[src/rtl/fetch_unit_if.sv]
// Fetch-stage bus bundle: instruction-RAM request/response, redirect from the
// core, and the valid/ready instruction hand-off to the core.
//   master : the fetch unit (drives imem_req/imem_addr and out_*)
//   slave  : the environment (RAM + core)
interface fetch_unit_if #(
    parameter int unsigned ADDR_W = 12
);
    logic              imem_req;
    logic [ADDR_W-1:0] imem_addr;
    logic [31:0]       imem_rdata;
    logic              redirect;
    logic [ADDR_W-1:0] redirect_pc;
    logic              out_valid;
    logic              out_ready;
    logic [31:0]       out_inst;
    logic [ADDR_W-1:0] out_pc;

    modport master (
        output imem_req,
        output imem_addr,
        input  imem_rdata,
        input  redirect,
        input  redirect_pc,
        output out_valid,
        input  out_ready,
        output out_inst,
        output out_pc
    );

    modport slave (
        input  imem_req,
        input  imem_addr,
        output imem_rdata,
        output redirect,
        output redirect_pc,
        input  out_valid,
        output out_ready,
        input  out_inst,
        input  out_pc
    );
endinterface

[src/rtl/fetch_unit.sv]
// Instruction fetch stage: owns the PC, issues word reads to a synchronous-read
// instruction RAM, buffers {inst, pc} in a DEPTH-entry prefetch FIFO and hands
// the head to the core over valid/ready. A redirect flushes and restarts fetch.
//
// Ports:
//   clk, rst      clock, synchronous active-high reset
//   bus (master)  imem_req/imem_addr/imem_rdata, redirect/redirect_pc,
//                 out_valid/out_ready/out_inst/out_pc
//   perf_fetched  pops accepted by the core        (FETCH_PERF_EN only)
//   perf_flushed  entries discarded by redirects   (FETCH_PERF_EN only)
//
// Build option: define FETCH_PERF_EN to add the two performance counters.
// imem_req/imem_addr and the out_* payload are combinational from state.
module fetch_unit #(
    parameter int unsigned       ADDR_W   = 12,
    parameter int unsigned       DEPTH    = 4,
    parameter logic [ADDR_W-1:0] RESET_PC = '0
) (
    input  logic          clk,
    input  logic          rst,
    fetch_unit_if.master  bus
`ifdef FETCH_PERF_EN
    ,
    output logic [31:0]   perf_fetched,
    output logic [31:0]   perf_flushed
`endif
);
    localparam int unsigned PTR_W = $clog2(DEPTH);
    localparam int unsigned CNT_W = $clog2(DEPTH + 1);
    localparam int unsigned SUM_W = CNT_W + 1;

    logic [31:0]       inst_mem_q [DEPTH];
    logic [ADDR_W-1:0] pc_mem_q   [DEPTH];

    logic [ADDR_W-1:0] pc_q, pc_d;
    logic [PTR_W-1:0]  head_q, head_d;
    logic [PTR_W-1:0]  tail_q, tail_d;
    logic [CNT_W-1:0]  count_q, count_d;
    logic              inflight_q, inflight_d;
    logic [ADDR_W-1:0] infl_pc_q, infl_pc_d;

    logic redir;
    logic head_valid;
    logic issue;
    logic push;
    logic pop;

    // Handshake decode and combinational bus outputs
    always_comb begin
        redir      = bus.redirect && !rst;
        head_valid = !rst && (count_q != '0);
        // Outstanding response already owns a slot; same-cycle pop is not credited.
        issue      = redir ||
                     (!rst && ((SUM_W'(count_q) + SUM_W'(inflight_q)) < SUM_W'(DEPTH)));
        push       = inflight_q && !redir;
        pop        = head_valid && bus.out_ready && !redir;

        bus.imem_req  = issue;
        bus.imem_addr = rst ? RESET_PC : (redir ? bus.redirect_pc : pc_q);
        bus.out_valid = head_valid;
        bus.out_inst  = head_valid ? inst_mem_q[head_q] : 32'd0;
        bus.out_pc    = head_valid ? pc_mem_q[head_q]   : '0;
    end

    // Next-state for PC, in-flight tracking and FIFO bookkeeping
    always_comb begin
        pc_d       = pc_q;
        head_d     = head_q;
        tail_d     = tail_q;
        count_d    = count_q;
        inflight_d = issue;
        infl_pc_d  = infl_pc_q;

        if (issue) begin
            pc_d      = bus.imem_addr + ADDR_W'(1);
            infl_pc_d = bus.imem_addr;
        end

        if (redir) begin
            head_d  = '0;
            tail_d  = '0;
            count_d = '0;
        end else begin
            if (pop)  head_d = head_q + PTR_W'(1);
            if (push) tail_d = tail_q + PTR_W'(1);
            case ({push, pop})
                2'b10:   count_d = count_q + CNT_W'(1);
                2'b01:   count_d = count_q - CNT_W'(1);
                default: count_d = count_q;
            endcase
        end
    end

    always_ff @(posedge clk) begin
        if (rst) begin
            pc_q       <= RESET_PC;
            head_q     <= '0;
            tail_q     <= '0;
            count_q    <= '0;
            inflight_q <= 1'b0;
            infl_pc_q  <= '0;
        end else begin
            pc_q       <= pc_d;
            head_q     <= head_d;
            tail_q     <= tail_d;
            count_q    <= count_d;
            inflight_q <= inflight_d;
            infl_pc_q  <= infl_pc_d;
        end
    end

    // FIFO payload storage; validity is tracked by count_q, so no reset needed
    always_ff @(posedge clk) begin
        if (push && !rst) begin
            inst_mem_q[tail_q] <= bus.imem_rdata;
            pc_mem_q[tail_q]   <= infl_pc_q;
        end
    end

`ifdef FETCH_PERF_EN
    logic [31:0] fetched_q;
    logic [31:0] flushed_q;

    // A redirect discards the buffered entries plus a killed response
    always_ff @(posedge clk) begin
        if (rst) begin
            fetched_q <= 32'd0;
            flushed_q <= 32'd0;
        end else begin
            if (pop)   fetched_q <= fetched_q + 32'd1;
            if (redir) flushed_q <= flushed_q + 32'(count_q) + 32'(inflight_q);
        end
    end

    assign perf_fetched = fetched_q;
    assign perf_flushed = flushed_q;
`endif
endmodule

[src/flat_wrapper.sv]
// flat-port wrapper written by rule: the top's interface ports become plain ports
module fetch_unit_flat 
#(
    parameter int unsigned       ADDR_W   = 12,
    parameter int unsigned       DEPTH    = 4,
    parameter logic [ADDR_W-1:0] RESET_PC = '0
)
  (clk, rst, bus_imem_req, bus_imem_addr, bus_imem_rdata, bus_redirect, bus_redirect_pc, bus_out_valid, bus_out_ready, bus_out_inst, bus_out_pc);
  fetch_unit_if #(.ADDR_W(ADDR_W)) bus_i ();
  input  logic clk;
  input  logic rst;
  output wire logic [$bits(bus_i.imem_req)-1:0] bus_imem_req;
  output wire logic [$bits(bus_i.imem_addr)-1:0] bus_imem_addr;
  input wire logic [$bits(bus_i.imem_rdata)-1:0] bus_imem_rdata;
  input wire logic [$bits(bus_i.redirect)-1:0] bus_redirect;
  input wire logic [$bits(bus_i.redirect_pc)-1:0] bus_redirect_pc;
  output wire logic [$bits(bus_i.out_valid)-1:0] bus_out_valid;
  input wire logic [$bits(bus_i.out_ready)-1:0] bus_out_ready;
  output wire logic [$bits(bus_i.out_inst)-1:0] bus_out_inst;
  output wire logic [$bits(bus_i.out_pc)-1:0] bus_out_pc;
  assign bus_imem_req = bus_i.imem_req;
  assign bus_imem_addr = bus_i.imem_addr;
  assign bus_i.imem_rdata = bus_imem_rdata;
  assign bus_i.redirect = bus_redirect;
  assign bus_i.redirect_pc = bus_redirect_pc;
  assign bus_out_valid = bus_i.out_valid;
  assign bus_i.out_ready = bus_out_ready;
  assign bus_out_inst = bus_i.out_inst;
  assign bus_out_pc = bus_i.out_pc;
  fetch_unit #(.ADDR_W(ADDR_W), .DEPTH(DEPTH), .RESET_PC(RESET_PC)) u_core (.clk(clk), .rst(rst), .bus(bus_i));
endmodule
[config.mk]
export PLATFORM = sky130hd
export DESIGN_NAME = fetch_unit_flat
export DESIGN_NICKNAME = d
export VERILOG_FILES = /design/src/rtl/fetch_unit_if.sv /design/src/rtl/fetch_unit.sv /design/src/flat_wrapper.sv
export SDC_FILE = /design/constraint.sdc
export NUM_CORES = 1
export LEC_CHECK = 0
export CAP_MARGIN = 30
export CORE_UTILIZATION = 25
export CTS_CLUSTER_DIAMETER = 200
export CTS_CLUSTER_SIZE = 16
export DETAILED_ROUTE_END_ITERATION = 10
export GPL_ROUTABILITY_DRIVEN = 0
export PLACE_DENSITY = 0.51
export SLEW_MARGIN = 5
export SYNTH_ARGS = -nofsm -noshare
export SYNTH_HDL_FRONTEND = slang
export SYNTH_SLANG_ARGS = --single-unit
[constraint.sdc]
create_clock -name clk -period 3.24 [get_ports clk]
set_input_delay 0.324 -clock clk [delete_from_list [all_inputs] [get_ports clk]]
set_output_delay 0.324 -clock clk [all_outputs]
set_load 0.02 [all_outputs]
==> results summary, run 1 <==
The flow ran to the end, and the final reports show no timing, DRC or antenna violations. Summed over all cells, the static leakage comes to about 3.2 nW. The post-route setup TNS came out at 0 ns. In the global route stage, overall resource usage came out at 0.1090. The final non-filler cell area came out at 10520 µm². The maximum VDD drop came out at roughly 0.28 mV.

The worst min-delay path category is in2reg. The part of the cycle the worst path needs is 0.8766. The remaining number of nets flagged by the antenna check after routing is 0. The met1 track demand over resource in global routing came out at 0.1444. The number of filler cells placed in the layout is 3228. The worst hold margin is 0.4829 ns. The via density per instance is 4.317.

Across all layers, the routed design uses 4524 vias. Walking the worst path, the cells encountered are buf_4 > mux4_2 > nor2b_1 > clkdlybuf4s50_1. Setup repair after global routing left no endpoint under its margin. Along the worst path, the maximum fanout reaches 19.

The number of synthesized register bits is 210. The insertion delay of the later-clocked pin in the worst-skew pair is 0.48 ns. The number of warnings issued by yosys is 0. The arrival time at the worst endpoint is about 2.5 ns.

The area of placed instances came out at approximately 10000 µm². The power density over cell area is 490.0 nW/µm². The core region is between 30000 and 40000 µm². By area the synthesized netlist is led by edfxtp_1 (63%), mux4_2 (12%), dfxtp_1 (8.1%). The combined area of the multi-input logic cells is 2256 µm². The first global-routing pass estimated 28.27 mm of wire.

The maximum level of the CTS H-tree is 1. At the end of the flow, the number of nets in the layout was 657. The actual slew at the worst max-slew pin came out at 0.6050 ns. The area of the mapped netlist is 8389 µm². The overall die area is between 30000 and 40000 µm². The share of synthesized area in the top cell type comes to 0.6300. edfxtp_1 takes more of the synthesized area than any other cell.

The iteration-0 DRC count of the detailed router is 271. The relative area change from synthesis to final layout came out at 25.40%. The number of different library cells used by synthesis comes to 38. TritonCTS built the clock tree.

The post-cts resize count came out at 0. The clock skew after layout is between 0.015 and 0.02 ns. For this run, the detailed router's first-pass iteration total came to 4. The sum of overflow across all layers after global routing came out at 0. The width of the chip is 185.2 µm.

On the critical path the largest part of the delay comes from buffers and inverters. The via count of the first global-routing pass was a little under 5000. The slowest library cell on the worst path is dfxtp_2.

The post-place setup slack came out at 0.3166 ns. The max-capacitance violation count came out at 0. The endpoint required time on the critical path came out at 2.92 ns. The buffer and inverter count on the worst path is 2.

The sequential cells in the finished layout cover a total of 5971 µm². The longest clock path from root to sink contains 3 buffers. The clock slew at the register clock pins of the worst setup and hold paths is ~0.070 ns. The sort of element at the end of the critical path is an output pin.

The startpoint type of the worst setup path is a flip-flop. Wires add up to ~18 mm. The largest stage delay on the critical path is about 0.72 ns. The DRC violation count after routing is 0.

The count of antenna diodes in the layout is 0. For this configuration, the core starts out at a cell density of 0.2559. CTS saw 210 sinks. The synthesized netlist cell count is 491. For this run, the top clock speed supported by timing is 352.1 MHz. The number of hold-slack violations in the final timing report is 0.

The share of layout cells above drive strength 1 is 0.1535. The placed wire-length estimate after detailed placement came out at 11.72 mm. The final period demand of the worst path came out at 2.840 ns.

The total CTS buffers came out at 17. The setup-violating endpoint count in the final report is 0. By startpoint and endpoint, the worst setup path is classified as reg2out. The number of nets handed over by synthesis was approximately 550. The root buffer cell chosen for the clock tree is clkbuf_16. The wire length per cell came out at ~18 µm.

The die span in y came out at ~190 µm. The number of post-CTS setup repair buffers came out at 0. The worst pin sits at a relative slew slack of 0.5967. The number of synthesized flops with an enable pin is around 180. The least setup slack across all paths after layout came out at about 0.40 ns.

For this run, asynchronously set or reset flops after synthesis account for 0. The routing usage on met2 is 0.1815. For this design, the CTS-stage hold fixing added 0 buffers. The flip-flop cell with the highest count after synthesis is edfxtp_1. The total number of placement rows is 66. During I/O placement, the number of pins put on the boundary was 106. The number of antenna violations at the first check in global routing came out at 0. In the global route stage, met3 resource usage came out at 0.02163. The synthesized area per cell is 17.09 µm². The number of buffers inserted by port buffering is approximately 110. The share of the Yosys chip area taken by registers is 0.7111. Entering global routing, the biggest net connects 33 pins.

The number of max-slew violations in the final report came out at 0. The busiest layer in global routing is met2.
## kinds of logic (layout without fill, tap and decap cells)
| logic type | after synthesis | in the layout | synth area share |
|---|---|---|---|
| AO/OA/AOI/OAI | 35 | 35 | 0.02714 |
| XOR/XNOR | 14 | 14 | 0.01462 |
| adder cells (fa/ha/maj) | 7 | 7 | 0.01133 |
| buffers and inverters | 38 | 153 | 0.02058 |
| flip-flops | 210 | 210 | 0.7111 |
| multiplexers | 57 | 57 | 0.1336 |
| AND/OR/NAND/NOR | 130 | 130 | 0.08158 |
## metal layers
metal	wire (µm)	share of wire	up-vias
met1	8348	0.45	2305
li1	-	-	2077
met3	867	0.047	23
met4	337	0.018	0
met2	8794	0.48	119
met5	0	0	-
## cells in the final DEF, fill, tap and decap left out, drive strengths merged, types with 5 or more instances in the layout
master,n
edfxtp,176
clkdlybuf4s50,105
mux4,44
nor2b,44
dfxtp,34
nor2,32
nand2,31
clkbuf,22
a21oi,17
buf,16
mux2i,13
a211oi,11
inv,10
xor2,9
ha,6
xnor2,5
## worst register-to-register path, delay by kind of cell, from the launching register on
kind            cells  cell delay (ns)
compound gates      1             0.16
fa+ha+maj           2             0.61
xor+xnor            1             0.16
simple gates        3             0.69
buf+inv             1             0.06
flops               1             0.40
## layout make-up
cell class	instances	area share
sequential	210	0.5676
clock buffer	22	0.04222
clock inverter	1	0.001546
inverter	9	0.003211
tap	442	0.05257
timing repair buffer	121	0.1185
multi-input combinational	243	0.2144
## power by group
part	leakage [nW]	internal [mW]	switching (mW)
logic	1.14	0.144	0.159
registers	1.88	2.96	0.0217
clock network	0.223	0.968	0.906
## cells in the mapped netlist, types with 5 or more instances
| cell | count |
|---|---|
| xor2_1 | 9 |
| nor2_1 | 31 |
| nand2_1 | 31 |
| mux4_2 | 44 |
| mux2i_1 | 13 |
| a21oi_1 | 17 |
| inv_1 | 8 |
| edfxtp_1 | 176 |
| buf_2 | 12 |
| a211oi_1 | 9 |
| ha_1 | 6 |
| clkbuf_1 | 12 |
| nor2b_1 | 44 |
| dfxtp_1 | 34 |
| xnor2_1 | 5 |
## worst paths after layout
| kind | start | endpoint | cells past startpoint | slack [ns] |
|---|---|---|---|---|
| setup / recovery | flip-flop | bus_out_inst[7] | 4 | 0.40 |
| hold / removal | bus_imem_rdata[23] | u_core.inst_mem_q[3][23]$_DFFE_PP_ | 1 | 0.48 |
| setup reg to reg | u_core.count_q[1]$_SDFFE_PP0P_ | u_core.count_q[2]$_SDFFE_PP0P_ | 8 | 1.11 |
| hold reg to reg | u_core.pc_q[1]$_SDFFE_PP0P_ | u_core.pc_q[1]$_SDFFE_PP0P_ | 2 | 0.49 |
## metrics by stage
| step | std cells | total power, mW | util |
|---|---|---|---|
| finish | 1048 | 5.155 | 0.3209 |
| global route | 1048 | 5.362 | 0.3209 |
| CTS | 1048 | 5.240 | 0.3209 |
| detailed placement | 1025 | 3.344 | 0.3068 |
| global placement | 1024 | 3.331 | 0.3062 |
| floorplan | 491 | 3.185 | - |
## state kept, by name (all words and copies together), names as in the netlist, named ones only
signal,cells
u_core.inflight_q,1
u_core.count_q,3
u_core.head_q,2
u_core.infl_pc_q,12
u_core.pc_mem_q,48
u_core.inst_mem_q,128
u_core.tail_q,2
u_core.pc_q,12
Note: power is estimated with default switching activity, not from simulation.
==> inputs of run 2 (changes only) <==
--- a/config.mk
+++ b/config.mk
@@ -11,8 +11,9 @@
 export CTS_CLUSTER_SIZE = 16
 export DETAILED_ROUTE_END_ITERATION = 10
 export GPL_ROUTABILITY_DRIVEN = 0
+export MAX_ROUTING_LAYER = met4
 export PLACE_DENSITY = 0.51
-export SLEW_MARGIN = 5
+export SLEW_MARGIN = 20
 export SYNTH_ARGS = -nofsm -noshare
 export SYNTH_HDL_FRONTEND = slang
 export SYNTH_SLANG_ARGS = --single-unit
==> run 2 against run 1 <==
Compared with the run above: cell count unchanged; first-iteration DRC count grew 7.7%; worst hold slack lost 0.00056 ns; critical path type unchanged; largest power group unchanged; highest routed layer unchanged.
==> results summary, run 2 (same netlist as run 1, synthesis figures left out) <==
The number of flip-flops in the largest register is 128. Dividing the detail-routed wire length by the instance count gives roughly 18 µm. The total area inside the core boundary comes to 32780 µm².

For this configuration, the core starts out at a cell density of 0.2559. The flow ran to the end, and the final reports show no timing, DRC or antenna violations. The number of hold-slack violations in the final timing report came out at 0. The sum of overflow across all layers after global routing is 0. The insertion delay of the later-clocked pin in the worst-skew pair came out at around 0.48 ns. The relative area change from synthesis to final layout is 25.40%. After detailed placement, the design holds a cell count of 1025.

The number of antenna violations at the first check in global routing is 0. The number of max-slew violations in the final report came out at 0. The analysis attributes to cell leakage a power of 3.240 nW. The power density over cell area is 490.0 nW/µm². The startpoint type of the worst setup path is a flip-flop. Of the cells placed in the final design, the portion with a size suffix greater than 1 is 0.1535.

The final cell count without fillers is 1048. Across the routed clock network, the largest skew measured is 0.01769 ns. In the layout the commonest cells are edfxtp_1 (176), clkdlybuf4s50_1 (105), mux4_2 (44), nor2b_1 (44), dfxtp_1 (32).

The via count of the routed design is 4512. Buffers placed on the I/O ports in this run total 105. The number of filler cells placed in the layout came out at about 3200. The first detailed-routing pass took 4 iterations.

The remaining number of nets flagged by the antenna check after routing came out at 0. TritonCTS created 17 clock buffers. At the worst endpoint, the required time is 2.92 ns. The highest attainable clock frequency is between 300 and 400 MHz. The clock slew at the register clock pins of the worst setup and hold paths came out at around 0.07 ns.

In this run the vertical extent of the chip is 185.2 µm. The DRC violation count after routing is 0. The placed wire-length estimate after detailed placement came out at between 10 and 15 mm. The post-route setup TNS came out at 0 ns.

For the pin with the worst max-slew slack, the measured transition is 0.6060 ns. The first-pass GRT wire length came out at 28.25 mm. Measured against its own limit, the worst slew margin works out to 0.5960.

The largest fanout on the critical path came out at 19. The via count of the first global-routing pass is 4859. Counting flops per register, the top entry is u_core.inst_mem_q. The part of the cycle the worst path needs came out at 0.8769. The global-route usage over all layers came out at 0.1123. The setup-violating endpoint count in the final report is 0. The overall power consumption is 5.155 mW.

In this run the core area contains 66 standard-cell rows. The arrival time at the worst endpoint came out at roughly 2.5 ns. The min-delay analysis places its worst path in the category in2reg. The number of placed I/O pins came out at approximately 110. The largest registers in the layout are u_core.inst_mem_q (128), u_core.pc_mem_q (48). The net count reported at finish is 657. In this run, post-CTS hold repair placed 0 buffers. The sort of element at the end of the critical path is an output pin. Measured along the x axis, the die boundary spans 185.2 µm. The count of antenna diodes in the layout came out at 0. The maximum level of the CTS H-tree is 1. Clock tree synthesis found a total of 210 sinks. Setup repair after global routing left no endpoint under its margin. By startpoint and endpoint, the worst setup path is classified as reg2out. The final period demand of the worst path is ~2.8 ns. The sum of routed wire length over all layers came out at 18.36 mm. The area of placed instances came out at 10060 µm². The pin count of the biggest net entering global routing is 33. Across the VDD grid, the largest voltage drop is 0.2839 mV.

TritonCTS built the clock tree. The finished cells cover 10520 µm². Once the clock tree was built, the setup fixing pass inserted 0 buffers.

Using the TritonRoute via totals, the vias-per-cell ratio works out to roughly 4.3. Once the clock tree was built, the resizer swapped 0 gates to a different size. The max-capacitance violation count is 0. In this run the clock root is driven by a clkbuf_16. Leaving out fill and tap cells, the most frequent cell in the layout is edfxtp_1. The worst-case register-to-register setup slack came out at 1.10 ns. The buffer depth of the longest clock path is 3. The floorplan step defined a die boundary enclosing 34290 µm². The iteration-0 DRC count of the detailed router came out at 292.
## run 2: cell counts in the layout (fill, tap and decap cells not counted)
No cell type changed its count.
## run 2: critical path, stage by stage, from the launching register on
cell and delay, ns:
dfxtp_2 0.72, buf_4 0.29, mux4_2 0.32, nor2b_1 0.15, clkdlybuf4s50_1 0.54
## run 2: through the flow
step | hold slack (ns) | utilization | worst slack [ns]
6_report | 0.4823 | 0.3209 | 0.3990
5_1_grt | 0.4634 | 0.3209 | 0.2562
3_5_place_dp | 0.4831 | 0.3068 | 0.3166
2_1_floorplan | 0.4229 | - | 0.6778
3_3_place_gp | 0.4639 | 0.3062 | 0.3777
4_1_cts | 0.4516 | 0.3209 | 0.3189
## run 2: area by class of cell
type	instances	area, µm²	area share
sequential	210	5971	0.5676
timing repair buffer	121	1246	0.1185
tap	442	553.0	0.05257
multi-input combinational	243	2256	0.2144
clock buffer	22	444.2	0.04222
inverter	9	33.78	0.003211
clock inverter	1	16.27	0.001546
## run 2: worst paths after layout
path,endpoint,cells past startpoint,start
worst min-delay path,u_core.inst_mem_q[3][23]$_DFFE_PP_,1,bus_imem_rdata[23]
worst min register to register,u_core.pc_q[1]$_SDFFE_PP0P_,2,u_core.pc_q[1]$_SDFFE_PP0P_
worst max-delay path,bus_out_inst[7],4,flip-flop
worst max register to register,u_core.count_q[2]$_SDFFE_PP0P_,8,u_core.count_q[1]$_SDFFE_PP0P_
## run 2: power breakdown
group | switching, mW | leakage [nW] | total [mW] | internal [mW]
registers | 0.0216 | 1.88 | 2.98 | 2.96
clock network | 0.906 | 0.223 | 1.87 | 0.968
logic | 0.159 | 1.14 | 0.304 | 0.144
total | 1.09 | 3.24 | 5.16 | 4.07
## run 2: per-layer routing
metal	wire, µm	track usage
met3	871	0.02064
met4	344	0.02876
met5	0	-
met1	8360	0.1452
met2	8781	0.1814
